### config.mk
export PLATFORM = sky130hd
export DESIGN_NAME = dec_trig_commit
export DESIGN_NICKNAME = d
export VERILOG_FILES = /design/src/rtl/swerv_types.sv /design/src/rtl/dec_trig_chain.sv /design/src/rtl/rvdffe.sv /design/src/rtl/dec_trig_commit.sv
export SDC_FILE = /design/constraint.sdc
export NUM_CORES = 1
export LEC_CHECK = 0
export CELL_PAD_IN_SITES_DETAIL_PLACEMENT = 2
export CELL_PAD_IN_SITES_GLOBAL_PLACEMENT = 2
export CORE_MARGIN = 10
export CORE_UTILIZATION = 31
export CTS_CLUSTER_DIAMETER = 120
export DETAILED_ROUTE_END_ITERATION = 16
export PLACE_DENSITY_LB_ADDON = 0.12
export SETUP_SLACK_MARGIN = 0.05
export SLEW_MARGIN = 40
export SYNTH_ARGS = -nofsm -noshare
export SYNTH_HDL_FRONTEND = slang
export SYNTH_SLANG_ARGS = --single-unit
export TNS_END_PERCENT = 50
### constraint.sdc
create_clock -name clk -period 2 [get_ports clk]
set_input_delay 0.4 -clock clk [delete_from_list [all_inputs] [get_ports clk]]
set_output_delay 0.4 -clock clk [all_outputs]
set_load 0.05 [all_outputs]
### src/rtl/swerv_types.sv
// Shared types for the decode-to-commit trigger pipeline; no logic, no latency.
package swerv_types;

    typedef struct packed {
        logic       i0_valid;
        logic [3:0] i0_match;
        logic       i1_valid;
        logic [3:0] i1_match;
    } trig_pipe_pkt_t;

    typedef enum logic [1:0] {
        IDLE      = 2'd0,
        HALT_PEND = 2'd1,
        HALT_ACT  = 2'd2
    } trig_state_e;

endpackage

### src/rtl/dec_trig_chain.sv
// Pair chaining of trigger matches; purely combinational, no backpressure.
module dec_trig_chain (
    input  logic [3:0] match_in,
    input  logic [1:0] chain,
    output logic [3:0] match_out
);

    // A chained pair only survives when both of its triggers hit the same instruction.
    always_comb begin
        match_out = match_in;
        for (int k = 0; k < 2; k++) begin
            if (chain[k] && (match_in[2*k +: 2] != 2'b11)) begin
                match_out[2*k +: 2] = 2'b00;
            end
        end
    end

endmodule

### src/rtl/rvdffe.sv
// Enabled flop cell with async active-low clear; one clock latency, holds when en is low.
module rvdffe #(
    parameter int WIDTH = 1
) (
    input  logic             clk,
    input  logic             rst_l,
    input  logic             en,
    input  logic [WIDTH-1:0] din,
    output logic [WIDTH-1:0] dout
);

    always_ff @(posedge clk or negedge rst_l) begin
        if (!rst_l) begin
            dout <= '0;
        end else if (en) begin
            dout <= din;
        end
    end

endmodule

### src/rtl/dec_trig_commit.sv
// Carries trigger matches decode->E4 and commits hit/ebreak/halt; TRIG_DEPTH clocks latency.
// Freeze holds every stage and blocks firing; flush clears all stages at the next edge.
module dec_trig_commit
    import swerv_types::*;
#(
    parameter int TRIG_DEPTH = 4
) (
    input  logic       clk,
    input  logic       rst_l,
    input  logic [3:0] dec_i0_trigger_match_d,
    input  logic [3:0] dec_i1_trigger_match_d,
    input  logic       dec_i0_decode_d,
    input  logic       dec_i1_decode_d,
    input  logic       dec_pipe_freeze,
    input  logic       dec_tlu_flush_lower_wb,
    input  logic [1:0] trig_chain,
    input  logic [3:0] trig_action,
    input  logic       dec_tlu_debug_mode,
    input  logic       dbg_halt_ack,
    output logic [3:0] trig_hit_e4,
    output logic       trig_ebreak_e4,
    output logic       trig_i1_fire_e4,
    output logic       dbg_halt_req
);

    logic [3:0]     i0_chained;
    logic [3:0]     i1_chained;
    trig_pipe_pkt_t capture;
    trig_pipe_pkt_t stage_d [TRIG_DEPTH];
    trig_pipe_pkt_t stage_q [TRIG_DEPTH];
    trig_pipe_pkt_t e4;
    logic           stage_en;
    logic           fire_ok;
    logic           i0_fire;
    logic           i1_fire;
    logic           halt_fire;
    trig_state_e    state_q;
    trig_state_e    state_d;

    dec_trig_chain u_chain_i0 (
        .match_in  (dec_i0_trigger_match_d),
        .chain     (trig_chain),
        .match_out (i0_chained)
    );

    dec_trig_chain u_chain_i1 (
        .match_in  (dec_i1_trigger_match_d),
        .chain     (trig_chain),
        .match_out (i1_chained)
    );

    always_comb begin
        capture          = '0;
        capture.i0_valid = dec_i0_decode_d;
        capture.i0_match = dec_i0_decode_d ? i0_chained : 4'b0;
        capture.i1_valid = dec_i1_decode_d;
        capture.i1_match = dec_i1_decode_d ? i1_chained : 4'b0;
    end

    // Flush must win over freeze, so it also opens the stage enables.
    assign stage_en = ~dec_pipe_freeze | dec_tlu_flush_lower_wb;

    for (genvar s = 0; s < TRIG_DEPTH; s++) begin : g_stage
        if (s == 0) begin : g_first
            assign stage_d[s] = dec_tlu_flush_lower_wb ? trig_pipe_pkt_t'('0) : capture;
        end else begin : g_next
            assign stage_d[s] = dec_tlu_flush_lower_wb ? trig_pipe_pkt_t'('0) : stage_q[s-1];
        end

        rvdffe #(.WIDTH($bits(trig_pipe_pkt_t))) u_stage_ff (
            .clk   (clk),
            .rst_l (rst_l),
            .en    (stage_en),
            .din   (stage_d[s]),
            .dout  (stage_q[s])
        );
    end

    assign e4 = stage_q[TRIG_DEPTH-1];

    always_ff @(posedge clk or negedge rst_l) begin
        if (!rst_l) begin
            state_q <= IDLE;
        end else begin
            state_q <= state_d;
        end
    end

    // Outputs stay unqualified by flush: an entry already in E4 still commits.
    always_comb begin
        state_d         = state_q;
        fire_ok         = ~dec_pipe_freeze & ~dec_tlu_debug_mode & (state_q == IDLE);
        i0_fire         = fire_ok & e4.i0_valid & (|e4.i0_match);
        i1_fire         = fire_ok & ~i0_fire & e4.i1_valid & (|e4.i1_match);
        trig_hit_e4     = i0_fire ? e4.i0_match : (i1_fire ? e4.i1_match : 4'b0);
        halt_fire       = |(trig_hit_e4 & trig_action);
        trig_ebreak_e4  = (i0_fire | i1_fire) & ~halt_fire;
        trig_i1_fire_e4 = i1_fire;
        dbg_halt_req    = (state_q == HALT_PEND);

        case (state_q)
            IDLE:      if (halt_fire)           state_d = HALT_PEND;
            HALT_PEND: if (dbg_halt_ack)        state_d = HALT_ACT;
            HALT_ACT:  if (!dec_tlu_debug_mode) state_d = IDLE;
            default:                            state_d = IDLE;
        endcase
    end

endmodule
==> results of run 1 <==
[logic make-up after synthesis]
family                 Yosys count
AO/OA/AOI/OAI                   20
multiplexers                    30
buffers and inverters           12
flip-flops                      42
AND/OR/NAND/NOR                 67
[final timing paths]
kind	to	slack, ns	cells after the start
worst max-delay path	trig_ebreak_e4	-0.33	5
worst min-delay path	g_stage[0].u_stage_ff.dout[7]$_DFFE_PN0P_	0.16	2
worst max register to register	state_q[0]$_DFFE_PN0P_	0.22	4
worst min register to register	g_stage[0].u_stage_ff.dout[4]$_DFFE_PN0P_	0.49	1
max in group asynchronous	g_stage[3].u_stage_ff.dout[4]$_DFFE_PN0P_	1.42	2
min in group clk	g_stage[0].u_stage_ff.dout[4]$_DFFE_PN0P_	0.49	1
[placed cells by master, fill, tap and decap left out, types with 2 or more instances in the layout]
cell type	Yosys	final
nor2_4	0	2
a221oi_2	0	2
nor3b_1	4	2
buf_12	0	5
mux2i_1	30	30
dfrtp_2	0	2
clkdlybuf4s50_1	0	18
clkbuf_8	0	6
a21o_1	2	2
nand2b_1	8	8
nand2_1	5	5
nor2_1	35	32
a32o_1	8	8
buf_2	2	2
buf_4	1	24
and3b_1	3	3
dfrtp_1	42	40
nor2b_1	5	5
[state kept, by name (all words and copies together), names as in the netlist]
name,cells
g_stage.u_stage_ff.dout,40
state_q,2
[cell usage after synthesis (2+ instances only)]
library cell,number
nand2b_1,8
a32o_1,8
nor3b_1,4
buf_2,2
dfrtp_1,42
nand2_1,5
nor2_1,35
buf_1,3
o21ai_0,2
and3b_1,3
mux2i_1,30
nor2b_1,5
a221oi_1,2
clkbuf_1,5
a21o_1,2
[metrics by stage]
stage	area, µm²	utilization [%]	cells	TNS, ns	power [mW]
after detailed placement	2444	40.79	279	-2.567	1.040
after floorplan	1974	-	171	-1.057	0.9581
final	2664	44.47	294	-1.055	1.581
after global routing	2664	44.47	294	-1.438	1.661
after global placement	2444	40.79	279	-2.293	1.031
after CTS	2620	43.73	291	-1.134	1.606
[metal layers]
layer  track usage, %  vias up  routed length (µm)
li1                 -      692                   -
met1            11.75      734                2173
met2            18.14       32                2611
met3            2.514        2                 159
met4            3.749        0                  31
met5                0        -                   0
[repair_timing]
item	CTS	global route
gates cloned	0	0
buffers inserted	5	3
setup endpoints to repair	7	6
hold buffers	0	0
resized for setup	15	4
pin swaps	7	2
[report_power, final]
| part | internal [mW] | switching, mW | leakage [nW] | total (mW) |
|---|---|---|---|---|
| clock | 0.279 | 0.280 | 0.0482 | 0.559 |
| combinational | 0.0750 | 0.0756 | 0.630 | 0.151 |
| sequential | 0.862 | 0.00877 | 0.579 | 0.871 |
| total | 1.22 | 0.365 | 1.26 | 1.58 |
[layout make-up]
cell class	count	share of cell area, %
repair buffers	51	18.41
flip-flops and latches	42	39.55
clock inverters	1	0.1879
well taps	75	3.523
inverters	1	0.1409
clock buffers	7	3.241
multi-input cells	117	34.95
==> results.txt, run 1 <==
Syn Area/Cell: 11.33 µm²
Total GRT Usage: 10.31%
Max stage delay on crit path: 0.55 ns
Placer Congestion: 0.8030
Vias: 1460
Max cap viols: 0
Pins over their slew limit: 0
Total grt overflow: 0
Async SR Flop Fraction: 100.0%
Worst path bufs/invs: 1
Synthesis Warnings: 0
Clock Tree Buf Depth: 2
DP HPWL: 3.567 mm
Worst slew margin: 54.58%
Post-Synthesis Cell Area: 1938 µm²
Nature of the critical path startpoint: flip-flop
Pre-CTS WS: -0.5822 ns
Initial Utilization: 32.35%
IO Port Bufs: 28
DRT Pass-1 Iters: 2
P_leak: 1.257 nW
H-tree Lvls: 2
Ant diodes: 0
Full die area: 9815 µm²
Synth Register Bits: 42
Combinational family with the most area after synthesis: simple AND/OR/NAND/NOR gates
DR WL/cell: 16.92 µm
Compound-cell area share of the yosys netlist: 9.942%
Fraction of layout cells with a size suffix above 1: 25.57%
Top-Level Pins: 29
Run status: finished, violations left
Final WL: 4.975 mm
Mapped Nets: 193
Worst r2r src: g_stage[3].u_stage_ff.dout[4]$_DFFE_PN0P_
Setup Skew: 0.003907 ns
Inserted Clock Buffers: 5
Cell taking the most area after synthesis: dfrtp_1
Row Count: 28
Worst-Margin Slew: 0.6798 ns
Core Region: 5991 µm²
DRC Markers: 0
CP top delay family: simple AND/OR/NAND/NOR gates
Synth Instances: 171
Fin crit share: 116.4%
Synth Flop Type: dfrtp_1
Skew-Pair Late Insertion Delay: 0.28 ns
CTS clock-pin slew for the worst setup and hold paths: 0.08 ns
Antenna-violating nets left: 0
Global-route wire length before repair: 8.431 mm
Seq/Total Area, Yosys: 54.23%
Register Area: 1054 µm²
Critical Path RT: 1.60 ns
Syn-to-layout area delta: 37.44%
Via-to-Cell Ratio: 4.966
Layout net count: 240
XOR/XNOR Fraction of Synth Area: 0%
Main area contributors after synthesis: dfrtp_1 54%, mux2i_1 15%, nor2_1 6.8%
Min Hold Slack: 0.1605 ns
Initial antenna violation count: 0
Cell chain of the critical path: or4_4, a311oi_4, a2bb2oi_2, nor4bb_4, buf_6
EDFF count, synth: 0
Adder-cell share of the synthesized area: 0%
Multi-input logic area: 930.9 µm²
Number of global-route vias before repair: 1707
Worst-path maximum fanout: 3
Simple-gate area share of the yosys netlist: 17.69%
Post-synthesis mux area share: 15.49%
Hold crit path type: input port to asynchronous set/reset pin
Crit path time final: 2.329 ns
Die Ht: 99.07 µm
Clock sinks: 42
FMAX: 429.4 MHz
Final setup viols: 6
Filler instances: 615
Failing checks: setup timing
Crit path from: state_q[0]$_DFFE_PN0P_
Fin worst setup slack: -0.3289 ns
1st-iter DRT viols: 41
Pin count of the biggest net entering global routing: 43
Fin. Hold Viols: 0
Unrepaired setup endpoints after global routing: true
TritonCTS clock tree: done
Slowest stage cell, crit path: or4_4
Die width: 99.07 µm
Unique masters post-synth: 30
Worst EP arrival: 1.93 ns
Root buf cell: clkbuf_8
Post-synth top area share: 54.23%
Pwr dens: 593.4 nW/µm²
Max IR drop VDD: 347.2 µV
Setup CP Type: flip-flop to output port
Critical Path Sink Type: output port
Note: power is estimated with default switching activity, not from simulation.
==> run 2, diff against run 1 <==
- GPL_TIMING_DRIVEN: not set -> 0
- SLEW_MARGIN: 40 -> 20
==> run 2 against run 1 <==
The flow still finishes with violations (setup timing). Hold slack gained 0.34 ns. Routed wire length grew 3.3%. Sequential power is essentially flat. Critical path type is now input port to output port.
==> results.txt, run 2 (synthesized netlist as in run 1, its figures left out) <==
Run status: finished, violations left
Failing checks: setup timing
Die width: 99.07 µm
Layout net count: 233
Max layer used: met4
Vias: 1471
CTS clock-pin slew for the worst setup and hold paths: 0.07 ns
Total grt overflow: 0
Comb pwr share: 9.9%
Min Hold Slack: 0.5002 ns
DR WL/cell: 17.91 µm
Fraction of layout cells with a size suffix above 1: 18.87%
Most flops, register: g_stage.u_stage_ff.dout
Number of global-route vias before repair: 1681
Root buf cell: clkbuf_8
Skew-Pair Late Insertion Delay: 0.29 ns
Worst-Margin Slew: 0.7735 ns
Cell chain of the critical path: clkdlybuf4s15_1, or4_4, buf_6, a311oi_4, a2bb2oi_2, nor4bb_4, buf_6
DRC Markers: 0
FMAX: 424.1 MHz
Die Ht: 99.07 µm
Via-to-Cell Ratio: 5.125
Worst EP arrival: 1.96 ns
Dpl cells: 273
Worst path bufs/invs: 3
Fin cells: 287
H-tree Lvls: 2
Met2 wire length: 2.633 mm
1st-iter DRT viols: 23
CP top delay family: simple AND/OR/NAND/NOR gates
TritonCTS clock tree: done
Fin crit share: 117.9%
Initial Utilization: 32.35%
Unrepaired setup endpoints after global routing: true
Switching Fraction: 23.46%
Max IR drop VDD: 330.6 µV
Max cap viols: 0
Final setup viols: 6
Clock sinks: 42
Total GRT Usage: 10.71%
P_leak: 1.188 nW
Worst-path maximum fanout: 6
Commonest non-fill, non-tap cell in the layout: dfrtp_1
Nature of the critical path startpoint: input port
Worst reg-to-reg path cell count: 5
Biggest regs: g_stage.u_stage_ff.dout: 40 flops, state_q: 2 flops
Hold crit path type: flip-flop to flip-flop
Pwr dens: 625.3 nW/µm²
Path length in cells of the critical path: 7
Syn-to-layout area delta: 31.37%
Full die area: 9815 µm²
Core Region: 5991 µm²
Max stage delay on crit path: 0.55 ns
Worst slew margin: 48.43%
Final WL: 5.140 mm
Crit-path most repeated cell: buf_6
Initial antenna violation count: 0
Wire length on met3: 242 µm
Critical Path RT: 1.60 ns
Row Count: 28
DRT Pass-1 Iters: 2
Clock Power Share: 35.4%
Critical Path Sink Type: output port
Pre-CTS WS: -1.242 ns
Routed met1 length: 2.191 mm
Setup Skew: 0.003337 ns
Inserted Clock Buffers: 5
Fin worst setup slack: -0.3577 ns
DP HPWL: 3.881 mm
Antenna-violating nets left: 0
Clock Tree Buf Depth: 2
Crit path time final: 2.358 ns
Setup CP Type: input port to output port
Ant diodes: 0
IO Port Bufs: 26
Reg power frac: 54.7%
Pins over their slew limit: 0
Max reg flops: 40
Fin. Hold Viols: 0
Slowest stage cell, crit path: or4_4
Total power: 1.592 mW
Commonest cells after routing, fill and taps aside: 40 x dfrtp_1, 33 x nor2_1, 30 x mux2i_1
Placer Congestion: 0.7830
Hold depth: 1
P_sw: 0.3735 mW
Top-Level Pins: 29
Pin count of the biggest net entering global routing: 31
P_int: 1.219 mW
Global-route wire length before repair: 8.680 mm
run 2: cell types whose count changed in the layout (fill, tap and decap cells not counted), moves of 2 or more:
cell	previous run	this run
buf_4	24	5
clkbuf_1	1	6
nor2_4	2	0
buf_6	1	8
buf_12	5	1
buf_1	0	3
run 2: power by group through the flow:
stage | Clock, mW | Sequential [mW] | Combinational (mW)
2_1_floorplan | 0 | 0.885 | 0.0732
3_3_place_gp | 0 | 0.888 | 0.143
3_5_place_dp | 0 | 0.889 | 0.156
4_1_cts | 0.590 | 0.872 | 0.157
5_1_grt | 0.633 | 0.874 | 0.174
6_report | 0.564 | 0.871 | 0.157
run 2: path summary, 6_finish.rpt:
kind | end | slack (ns) | startpoint
setup / recovery | trig_ebreak_e4 | -0.36 | dec_tlu_debug_mode
hold / removal | g_stage[0].u_stage_ff.dout[4]$_DFFE_PN0P_ | 0.50 | g_stage[0].u_stage_ff.dout[4]$_DFFE_PN0P_
setup reg to reg | state_q[0]$_DFFE_PN0P_ | 0.23 | g_stage[3].u_stage_ff.dout[9]$_DFFE_PN0P_
hold reg to reg | g_stage[0].u_stage_ff.dout[4]$_DFFE_PN0P_ | 0.50 | g_stage[0].u_stage_ff.dout[4]$_DFFE_PN0P_
max in group asynchronous | g_stage[3].u_stage_ff.dout[4]$_DFFE_PN0P_ | 0.97 | rst_l
min in group asynchronous | g_stage[0].u_stage_ff.dout[9]$_DFFE_PN0P_ | 0.55 | rst_l
run 2: timing repair:
item / 4_1_cts / 5_1_grt
setup buffers: 4 / 2
hold buffers: 0 / 1
gates resized for setup: 50 / 12
hold endpoints to repair: 0 / 3
pin swaps: 6 / 2
setup endpoints to repair: 7 / 7
run 2: worst reg2reg max path: cells and delay by family (launching register included):
kind                   cells  cell delay, ns
and+or+nand+nor            3            0.84
AOI/OAI and AO/OA          1            0.29
buffers and inverters      1            0.15
DFF                        1            0.36
run 2: metal layers:
metal / track usage, % / vias to the layer above
li1: - / 683
met1: 11.71 / 750
met2: 18.79 / 32
met3: 3.492 / 6
met4: 3.969 / 0
met5: 0 / -
run 2: final cells by class:
| class | instances | area [µm²] |
|---|---|---|
| well taps | 75 | 93.84 |
| clock inverters | 1 | 5.005 |
| clock buffers | 7 | 86.33 |
| fillers | 619 | 3445 |
| multi-input cells | 117 | 904.6 |
| repair buffers | 33 | 335.3 |
| flip-flops and latches | 42 | 1054 |
| inverters | 1 | 3.754 |
| plain buffers | 11 | 63.81 |
run 2: metrics by stage:
stage          util [%]  cell area [µm²]  setup TNS [ns]
6_report          42.50             2546         -0.8938
5_1_grt           42.50             2546          -1.246
4_1_cts           41.71             2499          -1.091
3_5_place_dp      39.12             2344          -6.183
3_3_place_gp      38.87             2328          -25.36
2_1_floorplan         -             1974          -1.057
